**src/rtl/tz_pkg.sv**
```systemverilog
// ----------------------------------------------------------------------------
// tz_pkg
// Shared constants and types for the TZ glyph streaming path: ROM geometry,
// the streamer FSM state encoding and the glyph index type.
// ----------------------------------------------------------------------------
package tz_pkg;

  localparam int TZ_GLYPHS = 4;   // glyphs stored in the TZ ROM
  localparam int TZ_ROWS   = 32;  // rows per glyph, pixels per row
  localparam int TZ_ADDR_W = 7;   // log2(TZ_GLYPHS * TZ_ROWS)
  localparam int TZ_DATA_W = 32;  // one ROM word holds one glyph row

  typedef enum logic [2:0] {
    ST_IDLE    = 3'd0,
    ST_FETCH   = 3'd1,
    ST_WAIT    = 3'd2,
    ST_CAPTURE = 3'd3,
    ST_SHIFT   = 3'd4,
    ST_DONE    = 3'd5
  } tz_stream_state_t;

  typedef logic [1:0] tz_glyph_t;

endpackage

```
**src/rtl/tz_row_shifter.sv**
```systemverilog
// ----------------------------------------------------------------------------
// tz_row_shifter
// Holds one glyph row and presents it one pixel at a time, MSB first.
//   load      : capture data_in and restart at column 0
//   advance   : move to the next pixel (ignored when load is high)
//   shift_bit : current pixel, taken straight from the register MSB
//   col       : current column
//   last_col  : col is the final column of the row
// The column counter stops at the last column; only load returns it to 0.
// ----------------------------------------------------------------------------
module tz_row_shifter
  import tz_pkg::*;
#(
  parameter int DATA_W = TZ_DATA_W,
  parameter int COL_W  = $clog2(TZ_DATA_W)
) (
  input  logic              clk,
  input  logic              rst,
  input  logic              load,
  input  logic              advance,
  input  logic [DATA_W-1:0] data_in,
  output logic              shift_bit,
  output logic [COL_W-1:0]  col,
  output logic              last_col
);

  logic [DATA_W-1:0] shreg_q, shreg_d;
  logic [COL_W-1:0]  col_q, col_d;

  assign last_col  = (col_q == COL_W'(DATA_W - 1));
  assign shift_bit = shreg_q[DATA_W-1];
  assign col       = col_q;

  always_comb begin
    // NOTE: every signal gets a hold default first, so no branch can leave it
    // unassigned and infer a latch.
    shreg_d = shreg_q;
    col_d   = col_q;
    if (load) begin
      shreg_d = data_in;
      col_d   = '0;
    end else if (advance) begin
      // Shifting left keeps the pixel for col on the register MSB, so the
      // pixel output is a flop rather than a 32:1 mux.
      shreg_d = {shreg_q[DATA_W-2:0], 1'b0};
      if (!last_col) col_d = col_q + COL_W'(1);
    end
  end

  always_ff @(posedge clk or posedge rst) begin
    if (rst) begin
      shreg_q <= '0;
      col_q   <= '0;
    end else begin
      // NOTE: non-blocking assignments so every flop updates from pre-edge
      // values regardless of statement order.
      shreg_q <= shreg_d;
      col_q   <= col_d;
    end
  end

endmodule

```
**src/rtl/tz_glyph_streamer.sv**
```systemverilog
// ----------------------------------------------------------------------------
// tz_glyph_streamer
// Reads one 32x32 glyph from the TZ ROM row by row and emits it as a
// valid/ready pixel stream, top row first, MSB first within a row.
//   clk, rst           : clock (also the ROM clock), async active-high reset
//   start, tz_sel      : request pulse and glyph index, sampled in IDLE only
//   busy, done         : transfer in progress / one-cycle completion pulse
//   rom_en, rom_regce  : ROM read enable / ROM output-register enable
//   rom_addr, rom_data : {glyph,row} address / row word (2-cycle latency)
//   px_valid, px_ready : pixel handshake
//   px_data, px_x,
//   px_y, px_last      : pixel value, column, row, final-pixel flag
// Every output comes from a flop. Registered outputs are computed from the
// next state, so they line up with the state register with no extra latency.
// ----------------------------------------------------------------------------
module tz_glyph_streamer
  import tz_pkg::*;
#(
  parameter int GLYPHS = TZ_GLYPHS,
  parameter int ROWS   = TZ_ROWS,
  parameter int ADDR_W = TZ_ADDR_W,
  parameter int DATA_W = TZ_DATA_W
) (
  input  logic                     clk,
  input  logic                     rst,
  input  logic                     start,
  input  tz_glyph_t                tz_sel,
  output logic                     busy,
  output logic                     done,
  output logic                     rom_en,
  output logic                     rom_regce,
  output logic [ADDR_W-1:0]        rom_addr,
  input  logic [DATA_W-1:0]        rom_data,
  output logic                     px_valid,
  input  logic                     px_ready,
  output logic                     px_data,
  output logic [$clog2(ROWS)-1:0]  px_x,
  output logic [$clog2(ROWS)-1:0]  px_y,
  output logic                     px_last
);

  localparam int GW = $clog2(GLYPHS);
  localparam int RW = $clog2(ROWS);

  tz_stream_state_t state_q, state_d;
  logic [GW-1:0]     glyph_q, glyph_d;
  logic [RW-1:0]     row_q, row_d;
  logic [ADDR_W-1:0] rom_addr_q, rom_addr_d;
  logic busy_q, busy_d, done_q, done_d;
  logic rom_en_q, rom_en_d, rom_regce_q, rom_regce_d;
  logic px_valid_q, px_valid_d, px_last_q, px_last_d;

  logic          hs;
  logic          last_row;
  logic          last_col;
  logic [RW-1:0] col;

  assign hs       = px_valid_q & px_ready;
  assign last_row = (row_q == RW'(ROWS - 1));

  tz_row_shifter #(
    .DATA_W (DATA_W),
    .COL_W  (RW)
  ) u_row_shifter (
    .clk       (clk),
    .rst       (rst),
    .load      (state_q == ST_CAPTURE),
    .advance   (hs),
    .data_in   (rom_data),
    .shift_bit (px_data),
    .col       (col),
    .last_col  (last_col)
  );

  always_comb begin
    state_d = state_q;
    glyph_d = glyph_q;
    row_d   = row_q;

    unique case (state_q)
      ST_IDLE: begin
        if (start) begin
          glyph_d = tz_sel[GW-1:0];
          row_d   = '0;
          state_d = ST_FETCH;
        end
      end
      ST_FETCH:   state_d = ST_WAIT;
      ST_WAIT:    state_d = ST_CAPTURE;
      ST_CAPTURE: state_d = ST_SHIFT;
      ST_SHIFT: begin
        if (hs && last_col) begin
          if (last_row) begin
            state_d = ST_DONE;
          end else begin
            row_d   = row_q + RW'(1);
            state_d = ST_FETCH;
          end
        end
      end
      ST_DONE:    state_d = ST_IDLE;
      default:    state_d = ST_IDLE;
    endcase

    busy_d      = (state_d != ST_IDLE);
    done_d      = (state_d == ST_DONE);
    rom_en_d    = (state_d == ST_FETCH);
    rom_regce_d = (state_d == ST_WAIT);
    px_valid_d  = (state_d == ST_SHIFT);
    // The address is a plain concatenation and changes only on entry to FETCH.
    rom_addr_d  = (state_d == ST_FETCH) ? {glyph_d, row_d} : rom_addr_q;
    // Predict the column the shifter will show next cycle. Only a cycle that
    // is already in SHIFT counts: on entry col still holds the previous row's
    // final column.
    px_last_d   = (state_q == ST_SHIFT) && (state_d == ST_SHIFT) && last_row &&
                  (hs ? (col == RW'(ROWS - 2)) : last_col);
  end

  always_ff @(posedge clk or posedge rst) begin
    if (rst) begin
      state_q     <= ST_IDLE;
      glyph_q     <= '0;
      row_q       <= '0;
      rom_addr_q  <= '0;
      busy_q      <= 1'b0;
      done_q      <= 1'b0;
      rom_en_q    <= 1'b0;
      rom_regce_q <= 1'b0;
      px_valid_q  <= 1'b0;
      px_last_q   <= 1'b0;
    end else begin
      state_q     <= state_d;
      glyph_q     <= glyph_d;
      row_q       <= row_d;
      rom_addr_q  <= rom_addr_d;
      busy_q      <= busy_d;
      done_q      <= done_d;
      rom_en_q    <= rom_en_d;
      rom_regce_q <= rom_regce_d;
      px_valid_q  <= px_valid_d;
      px_last_q   <= px_last_d;
    end
  end

  assign busy      = busy_q;
  assign done      = done_q;
  assign rom_en    = rom_en_q;
  assign rom_regce = rom_regce_q;
  assign rom_addr  = rom_addr_q;
  assign px_valid  = px_valid_q;
  assign px_x      = col;
  assign px_y      = row_q;
  assign px_last   = px_last_q;

endmodule

```
**config.mk**
```make
export PLATFORM = sky130hd
export DESIGN_NAME = tz_glyph_streamer
export DESIGN_NICKNAME = d
export VERILOG_FILES = /design/src/rtl/tz_pkg.sv /design/src/rtl/tz_row_shifter.sv /design/src/rtl/tz_glyph_streamer.sv
export SDC_FILE = /design/constraint.sdc
export NUM_CORES = 1
export LEC_CHECK = 0
export ABC_AREA = 1
export CAP_MARGIN = 10
export CORE_UTILIZATION = 40
export CTS_BUF_LIST = sky130_fd_sc_hd__clkbuf_16
export CTS_CLUSTER_SIZE = 12
export DETAILED_ROUTE_END_ITERATION = 10
export PLACE_DENSITY = 0.74
export SETUP_SLACK_MARGIN = 0.1
export SLEW_MARGIN = 20
export SYNTH_ARGS = -nofsm -noshare
export SYNTH_HDL_FRONTEND = slang
export SYNTH_SLANG_ARGS = --single-unit
```
**constraint.sdc**
```tcl
create_clock -name clk -period 4.8 [get_ports clk]
set_input_delay 0.72 -clock clk [delete_from_list [all_inputs] [get_ports clk]]
set_output_delay 0.72 -clock clk [all_outputs]
set_load 0.005 [all_outputs]
```
**Word-level counts from Yosys, hierarchy flattened**

Index checks and enable logic that the tools add are counted.

- Output and inout bits: 24
- Flip-flop bits (word level): 60
- Input port bits: 38
- Word-level logic and storage cells: 51

- Multiplexer cells: 16
- Add/sub/neg operators: 2
- Bitwise logic cells: 1
- Reduce and logical (&&, ||, !) cells: 8
- Eq/ne operators: 12

Operator list:

| operator | count |
|---|---|
| two-way mux 32 bit | 2 |
| two-way mux 5 bit | 6 |
| == test 5 bit (second input constant) | 3 |
| case mux 3 bit (5 select lines) | 1 |
| adder 5 x 1 -> 5 bit (second input constant) | 2 |
| case mux 5 bit (2 select lines) | 1 |
| == test 3 x 2 -> 1 bit (second input constant) | 3 |
| == test 3 bit (second input constant) | 3 |
| two-way mux 3 bit | 3 |
| == test 3 x 1 -> 1 bit (second input constant) | 2 |
| logical AND 1 bit | 4 |
| two-way mux 2 bit | 2 |
| zero test 3 bit | 1 |
| nonzero test 3 bit | 1 |
| != test 2 x 1 -> 1 bit (second input constant) | 1 |
| AND reduction 2 bit | 1 |
| nonzero test 2 bit | 1 |
| AND 1 bit | 1 |
| two-way mux 1 bit | 1 |

**Depth between registers and ports, before layout**

Gate-level depths: netlist (run 1).

- Word-level depth: 8
- Gate-level depth with buffers: 13
- Gate-level depth less buffers: 13

**Hierarchy**

From an unflattened synthesis (run 1), not the netlist that was laid out.

- Cell total of the unflattened synthesis: 303
- Area total of the unflattened synthesis: 2,733.9 um^2

Modules (own cells, without submodules):

| module | times used | cells an instance | area each (um^2) | sequential area each (um^2) |
|---|---|---|---|---|
| tz_row_shifter | 1 | 176 | 1,621.6 | 925.9 |
| tz_glyph_streamer | 1 | 127 | 1,112.3 | 575.6 |

**Worst setup path after synthesis (run 1)**

OpenSTA, ideal clock, no wires.

- Path type: reg2reg
- Start point: reg u_row_shifter.col_q[0] (netlist: u_row_shifter.col[0])
- End point: reg rom_addr_q[2] (netlist: rom_addr[2])
- Data required time: 4,683 ps
- Library setup time: 117 ps
- Setup slack: 3,018 ps
- Buffers on the path: 0
- Cell stages (with the launch flop): 12
- Data arrival time: 1,665 ps
- Clock period less this slack: 1,782 ps
- Path through: dfrtp_1 ha_1 inv_1 nor2_1 ha_1 nand3_1 inv_1 nand2_1 nand2_2 nand4_2 nand2_1 nand2_1

- Longest elaborated chain between the ends: 5
- Elaborated cells on any way between the ends: 7
- Classes of those cells: eq/ne (2); mux (4); reduce/logical (1)

RTL lines:

| what | RTL line | source |
|---|---|---|
| from (decl) | tz_row_shifter.sv:28 | `logic [COL_W-1:0] col_q, col_d;` |
| from (signal assigned) | tz_row_shifter.sv:58 | `col_q <= col_d;` |
| == test 5 bit * | tz_row_shifter.sv:30 | `assign last_col = (col_q == COL_W'(DATA_W - 1));` |
| logical AND 1 bit * | tz_glyph_streamer.sv:92 | `if (hs && last_col) begin` |
| two-way mux 3 bit | tz_glyph_streamer.sv:92 |  |
| case mux 3 bit (5 select lines) | tz_glyph_streamer.sv:80 | `unique case (state_q)` |
| == test 3 x 1 -> 1 bit | tz_glyph_streamer.sv:111 | `rom_addr_d = (state_d == ST_FETCH) ? {glyph_d, row_d} : rom_addr_q;` |
| to (signal assigned) | tz_glyph_streamer.sv:135 | `rom_addr_q <= rom_addr_d;` |
| to (decl) | tz_glyph_streamer.sv:48 | `logic [ADDR_W-1:0] rom_addr_q, rom_addr_d;` |

Every way passes the cells marked *; elsewhere a longest branch is shown, timed or not.
A chain may end at the register's enable or synchronous reset.

**Final worst setup path (run 1)**

- Start point: in px_ready
- End point: reg u_row_shifter.shreg_q[4]

- Longest elaborated chain between the ends: 2

RTL lines:

| what | RTL line | source |
|---|---|---|
| from (decl) | tz_glyph_streamer.sv:35 | `input logic px_ready,` |
| AND 1 bit | tz_glyph_streamer.sv:58 | `assign hs = px_valid_q & px_ready;` |
| nonzero test 2 bit (no line) | - |  |
| to (signal assigned) | tz_row_shifter.sv:57 | `shreg_q <= shreg_d;` |
| to (decl) | tz_row_shifter.sv:27 | `logic [DATA_W-1:0] shreg_q, shreg_d;` |

No other way between the ends.

==> impl_metrics.json, run 1 <==
{
  "grt_max_degree": 69,
  "total_power_mw": 2.187,
  "syn_to_final_growth_pct": 34.54,
  "worstPathArrival_ns": 2.99,
  "worstSetupPathType": "in -> reg",
  "core_um2": 6794,
  "instances_no_fill": 487,
  "clock-root-buffer": "clkbuf_16",
  "grtUsageTotal_pct": 18.26,
  "place_hpwl_um": 4037,
  "routed_wl_um": 6013,
  "critical_path.startpoint_type": "primary input",
  "critPathBufInv": 1,
  "die-height_um": 85.67,
  "syn_area_per_cell_um2": 8.616,
  "setup_tns_ns": 0,
  "nets": 428,
  "cap_violations": 0,
  "crit_family": "simple AND/OR/NAND/NOR gates",
  "synth_area_um2": 2800,
  "powerDensity_nw_per_um2": 580.4,
  "fin_ws_ns": 2.035,
  "first_pass_iters": 4,
  "wl_per_cell_um": 12.35,
  "timing.fmax_ghz": 0.3617,
  "crit_chain": "clkdlybuf4s50_1 -> nand2_1 -> nand2_1 -> o21ai_0",
  "final_common_cell": "o21ai_0",
  "multi_input_area_um2": 1065,
  "numCtsBuffers": 9,
  "gr-total-overflow": 0,
  "slowest_delay_ns": 0.72,
  "dpl_cell_area_um2": 3485,
  "htree_levels": 3,
  "ys_seq_area_share_pct": 53.62,
  "fin_crit_sh_pct": 57.60,
  "synth_nets": 367,
  "path_clk_slew_ns": 0.05,
  "setup_viol": 0,
  "drc_errors": 0,
  "layout-drive-gt1-share_pct": 6.650,
  "postRouteAntennaNets": 0,
  "finish.utilization_pct": 55.45,
  "endpoint_kind": "flip-flop",
  "finalHoldViolCount": 0,
  "yosysUniqueCellTypes": 31,
  "fill_cells": 642,
  "place_congestion": 0.7787,
  "cts.sink_count": 60,
  "postSynthCellCount": 325,
  "cts_tree": "built",
  "path_max_fanout": 34,
  "die_w_um": 85.67,
  "hold_buffers": 0,
  "vias": 2403,
  "cts_setup_buffers": 0,
  "insertion_delay_ns": 0.33,
  "diodes": 0,
  "status": "finished, final reports clean",
  "grt_pass1_vias": 2342,
  "cp_common_cell": "nand2_1",
  "start_util_pct": 41.22,
  "p_leak_nw": 1.763,
  "cts_resized": 0,
  "seq_area_um2": 1501,
  "crit_slowest_cell": "nand2_1",
  "final_cell_mix": "o21ai_0, clkdlybuf4s50_1, dfrtp_1, nand2_1, inv_1",
  "yosysWarningCount": 0,
  "port-buffer-count": 61,
  "required_ns": 5.02,
  "ios": 62,
  "final_cell_area_um2": 3767,
  "rsz0062_at_grt": "no",
  "drtIter0Drc": 85,
  "finClkSkew_ns": 0.005493,
  "ys_ff_latch": 60,
  "fp-row-count": 30,
  "antenna_found_initial": 0,
  "vias_per_cell": 4.934,
  "post-place-cells": 471,
  "finalCriticalPeriod_ns": 2.765,
  "hold_ws_ns": 0.4636,
  "slew_headroom_pct": 35.99,
  "final-max-slew-violation-count": 0,
  "cts_buffer_depth": 2,
  "peakVddDrop_mv": 0.2943,
  "hold_path.class": "reg -> reg",
  "grt_pass1_wl_um": 10470,
  "fp.dieArea_um2": 7339,
  "place_ws_ns": 1.707,
  "worst_pin_slew_ns": 0.9578
}
==> final cells by class <==
cell class | instances | area share [%]
tap | 96 | 3.188
sequential | 60 | 39.85
inverter | 48 | 4.782
multi-input combinational | 205 | 28.26
timing repair buffer | 62 | 16.41
clock buffer | 9 | 5.978
clock inverter | 7 | 1.528
==> per-layer routing <==
| layer | GRT usage, % | share of wire, % |
|---|---|---|
| met4 | 5.455 | 1.6 |
| met2 | 29.38 | 47 |
| met5 | 0 | 0 |
| met1 | 23.42 | 46 |
| met3 | 6.256 | 4.8 |
==> state kept, by name, summed over array words and instances (netlist names), 2 cells and up <==
name	count
u_row_shifter.shreg_q	32
rom_addr	7
u_row_shifter.col	5
glyph_q	2
px_y	5
state_q	3
==> where the power goes <==
part           leakage [nW]  switching, mW  internal (mW)
clock network         0.144          0.213          0.393
registers             0.751          0.109          0.719
logic                 0.868          0.442          0.310
==> Yosys cell counts (all sizes together) <==
cell type / count / share of area [%]
buf: 6 / 1.1
and2: 1 / 0.22
a21o: 1 / 0.27
a31oi: 5 / 1.1
o21a: 1 / 0.27
a21oi: 1 / 0.18
nand2: 63 / 9.2
nand4: 5 / 1.3
dfrtp: 60 / 54
nor3: 1 / 0.18
ha: 4 / 1.8
o21ai: 82 / 15
nor2: 16 / 3.0
o311ai: 1 / 0.31
nand3: 20 / 4.0
inv: 48 / 6.4
xor2: 1 / 0.31
a211oi: 1 / 0.27
o211ai: 2 / 0.54
clkbuf: 6 / 0.80
==> worst register-to-register path, cell delays in order, from the launching register on <==
cell	delay, ns
dfrtp_1	0.40
nand2_1	0.72
nand2_1	0.71
o21ai_0	0.38
==> final timing paths <==
path / endpoint / slack (ns) / cells after the start / from
max: u_row_shifter.shreg_q[4] / 2.04 / 4 / px_ready
min: rom_addr[3] / 0.46 / 2 / rom_addr[3]
max reg2reg: u_row_shifter.shreg_q[4] / 2.49 / 3 / px_valid
min reg2reg: rom_addr[3] / 0.46 / 2 / rom_addr[3]
max in group asynchronous: u_row_shifter.col[2] / 3.39 / 3 / rst
min in group asynchronous: rom_addr[5] / 0.93 / 3 / rst
==> kinds of logic (layout without fill, tap and decap cells) <==
family	count (synthesis)	in the layout	synth area share, %
DFF	60	60	53.62
buffers and inverters	60	126	8.356
AOI/OAI and AO/OA	94	94	18.01
xor gates and xnor gates	1	1	0.3128
adders and majority gates	4	4	1.787
and+or+nand+nor	106	106	17.92
(Power assumes the default switching activity.)
==> inputs of run 2 (changes only) <==
Clock period 4.8 ns to 2.8 ns, I/O delays scaled along.
==> impl_metrics.json, run 2 (same netlist as run 1, synthesis figures left out) <==
{
  "status": "finished, final reports clean",
  "critPathBufInv": 2,
  "final_common_cell": "o21ai_0",
  "finalCriticalPeriod_ns": 2.089,
  "crit_family": "simple AND/OR/NAND/NOR gates",
  "clock-root-buffer": "clkbuf_16",
  "hold_buffers": 0,
  "path_max_fanout": 7,
  "worstPathArrival_ns": 2.30,
  "endpoint_kind": "flip-flop",
  "fin_crit_sh_pct": 74.59,
  "final_cell_mix": "o21ai_0, clkdlybuf4s50_1, dfrtp_1, nand2_1, inv_1",
  "diodes": 0,
  "top_register": "u_row_shifter.shreg_q",
  "postRouteAntennaNets": 0,
  "post-place-cells": 474,
  "gr-total-overflow": 0,
  "insertion_delay_ns": 0.32,
  "place_congestion": 0.8394,
  "layout-drive-gt1-share_pct": 6.345,
  "cts.sink_count": 60,
  "wl_per_cell_um": 12.75,
  "antenna_found_initial": 0,
  "grt_pass1_wl_um": 10780,
  "grtUsageTotal_pct": 18.89,
  "cts_resized": 0,
  "finalHoldViolCount": 0,
  "cts_tree": "built",
  "numCtsBuffers": 9,
  "drc_errors": 0,
  "setup_viol": 0,
  "setup_tns_ns": 0,
  "p_leak_nw": 1.768,
  "first_pass_iters": 4,
  "critical_path.startpoint_type": "flip-flop",
  "finClkSkew_ns": 0.005524,
  "path_clk_slew_ns": 0.05,
  "vias": 2436,
  "drtIter0Drc": 97,
  "routed_wl_um": 6248,
  "hold_path.class": "reg -> reg",
  "core_um2": 6794,
  "cp_common_cell": "nand2_1",
  "powerDensity_nw_per_um2": 972.8,
  "cts_setup_buffers": 0,
  "total_power_mw": 3.657,
  "nets": 431,
  "peakVddDrop_mv": 0.3510,
  "grt_max_degree": 43,
  "fp.dieArea_um2": 7339,
  "largest_reg_flops": 32,
  "grt_pass1_vias": 2412,
  "ios": 62,
  "worst_pin_slew_ns": 0.8139,
  "die-height_um": 85.67,
  "final-max-slew-violation-count": 0,
  "rsz0062_at_grt": "no",
  "slew_headroom_pct": 45.61,
  "htree_levels": 3,
  "instances_no_fill": 490,
  "vias_per_cell": 4.971,
  "required_ns": 3.01,
  "port-buffer-count": 61,
  "crit_slowest_cell": "dfrtp_1",
  "cap_violations": 0,
  "worstSetupPathType": "reg -> reg",
  "die_w_um": 85.67,
  "syn_to_final_growth_pct": 34.27,
  "start_util_pct": 41.22,
  "slowest_delay_ns": 0.42,
  "place_hpwl_um": 4335,
  "timing.fmax_ghz": 0.4788,
  "fp-row-count": 30,
  "cts_buffer_depth": 2,
  "crit_chain": "ha_1 -> inv_1 -> nor2_1 -> ha_1 -> nand3_1 -> inv_1 -> nand2_1 -> nand2_2 -> nand4_2 -> nand2_1 -> nand2_1"
}
[run 2: changes by cell type in the layout (fill, tap and decap cells not counted), sizes merged]
cell,before,now
bufinv,1,0
buf,1,4
inv,48,51
clkinv,6,4
[run 2: final cells by class]
type | instances | area [um^2]
clock buffer | 9 | 225.2
inverter | 48 | 180.2
clock inverter | 7 | 27.53
tap | 96 | 120.1
fill | 618 | 3034
sequential | 60 | 1501
timing repair buffer | 65 | 640.6
multi-input combinational | 205 | 1065
[run 2: worst register-to-register path, delay by kind of cell (launching register included)]
kind	cells	cell delay [ns]
buffers and inverters	2	0.24
DFF	1	0.42
and+or+nand+nor	7	0.92
adders and majority gates	2	0.40
[run 2: per-stage QoR]
stage               utilization (%)  setup WS, ns  hold slack (ns)  instance area (um^2)
floorplan                         -        0.8953           0.4617                  2800
global placement              51.62        0.7061           0.4536                  3507
detailed placement            51.62        0.7177           0.4591                  3507
CTS                           55.34        0.6973           0.4714                  3760
global route                  55.34        0.4957           0.4871                  3760
finish                        55.34        0.7114           0.4645                  3760
[run 2: path summary, 6_finish.rpt]
kind	from	cells past startpoint	slack [ns]	to
setup / recovery	u_row_shifter.col[1]	11	0.71	rom_addr[2]
hold / removal	rom_addr[4]	2	0.46	rom_addr[4]
setup reg to reg	u_row_shifter.col[1]	11	0.71	rom_addr[2]
hold reg to reg	rom_addr[4]	2	0.46	rom_addr[4]
max in group asynchronous	rst	3	1.65	done
min in group asynchronous	rst	2	0.49	u_row_shifter.shreg_q[14]
[run 2: report_power, final]
group | switching (mW) | total (mW) | internal (mW)
combinational | 0.771 | 1.31 | 0.540
clock | 0.345 | 0.920 | 0.575
sequential | 0.192 | 1.43 | 1.23
[run 2: metal layers]
| layer | wire, um | up-vias | part of all wire (%) | GRT usage, % |
|---|---|---|---|---|
| li1 | - | 1196 | - | - |
| met1 | 2874 | 1162 | 46 | 23.05 |
| met2 | 2969 | 71 | 48 | 31.93 |
| met3 | 309 | 7 | 4.9 | 4.427 |
| met4 | 93 | 0 | 1.5 | 8.485 |
| met5 | 0 | - | 0 | 0 |
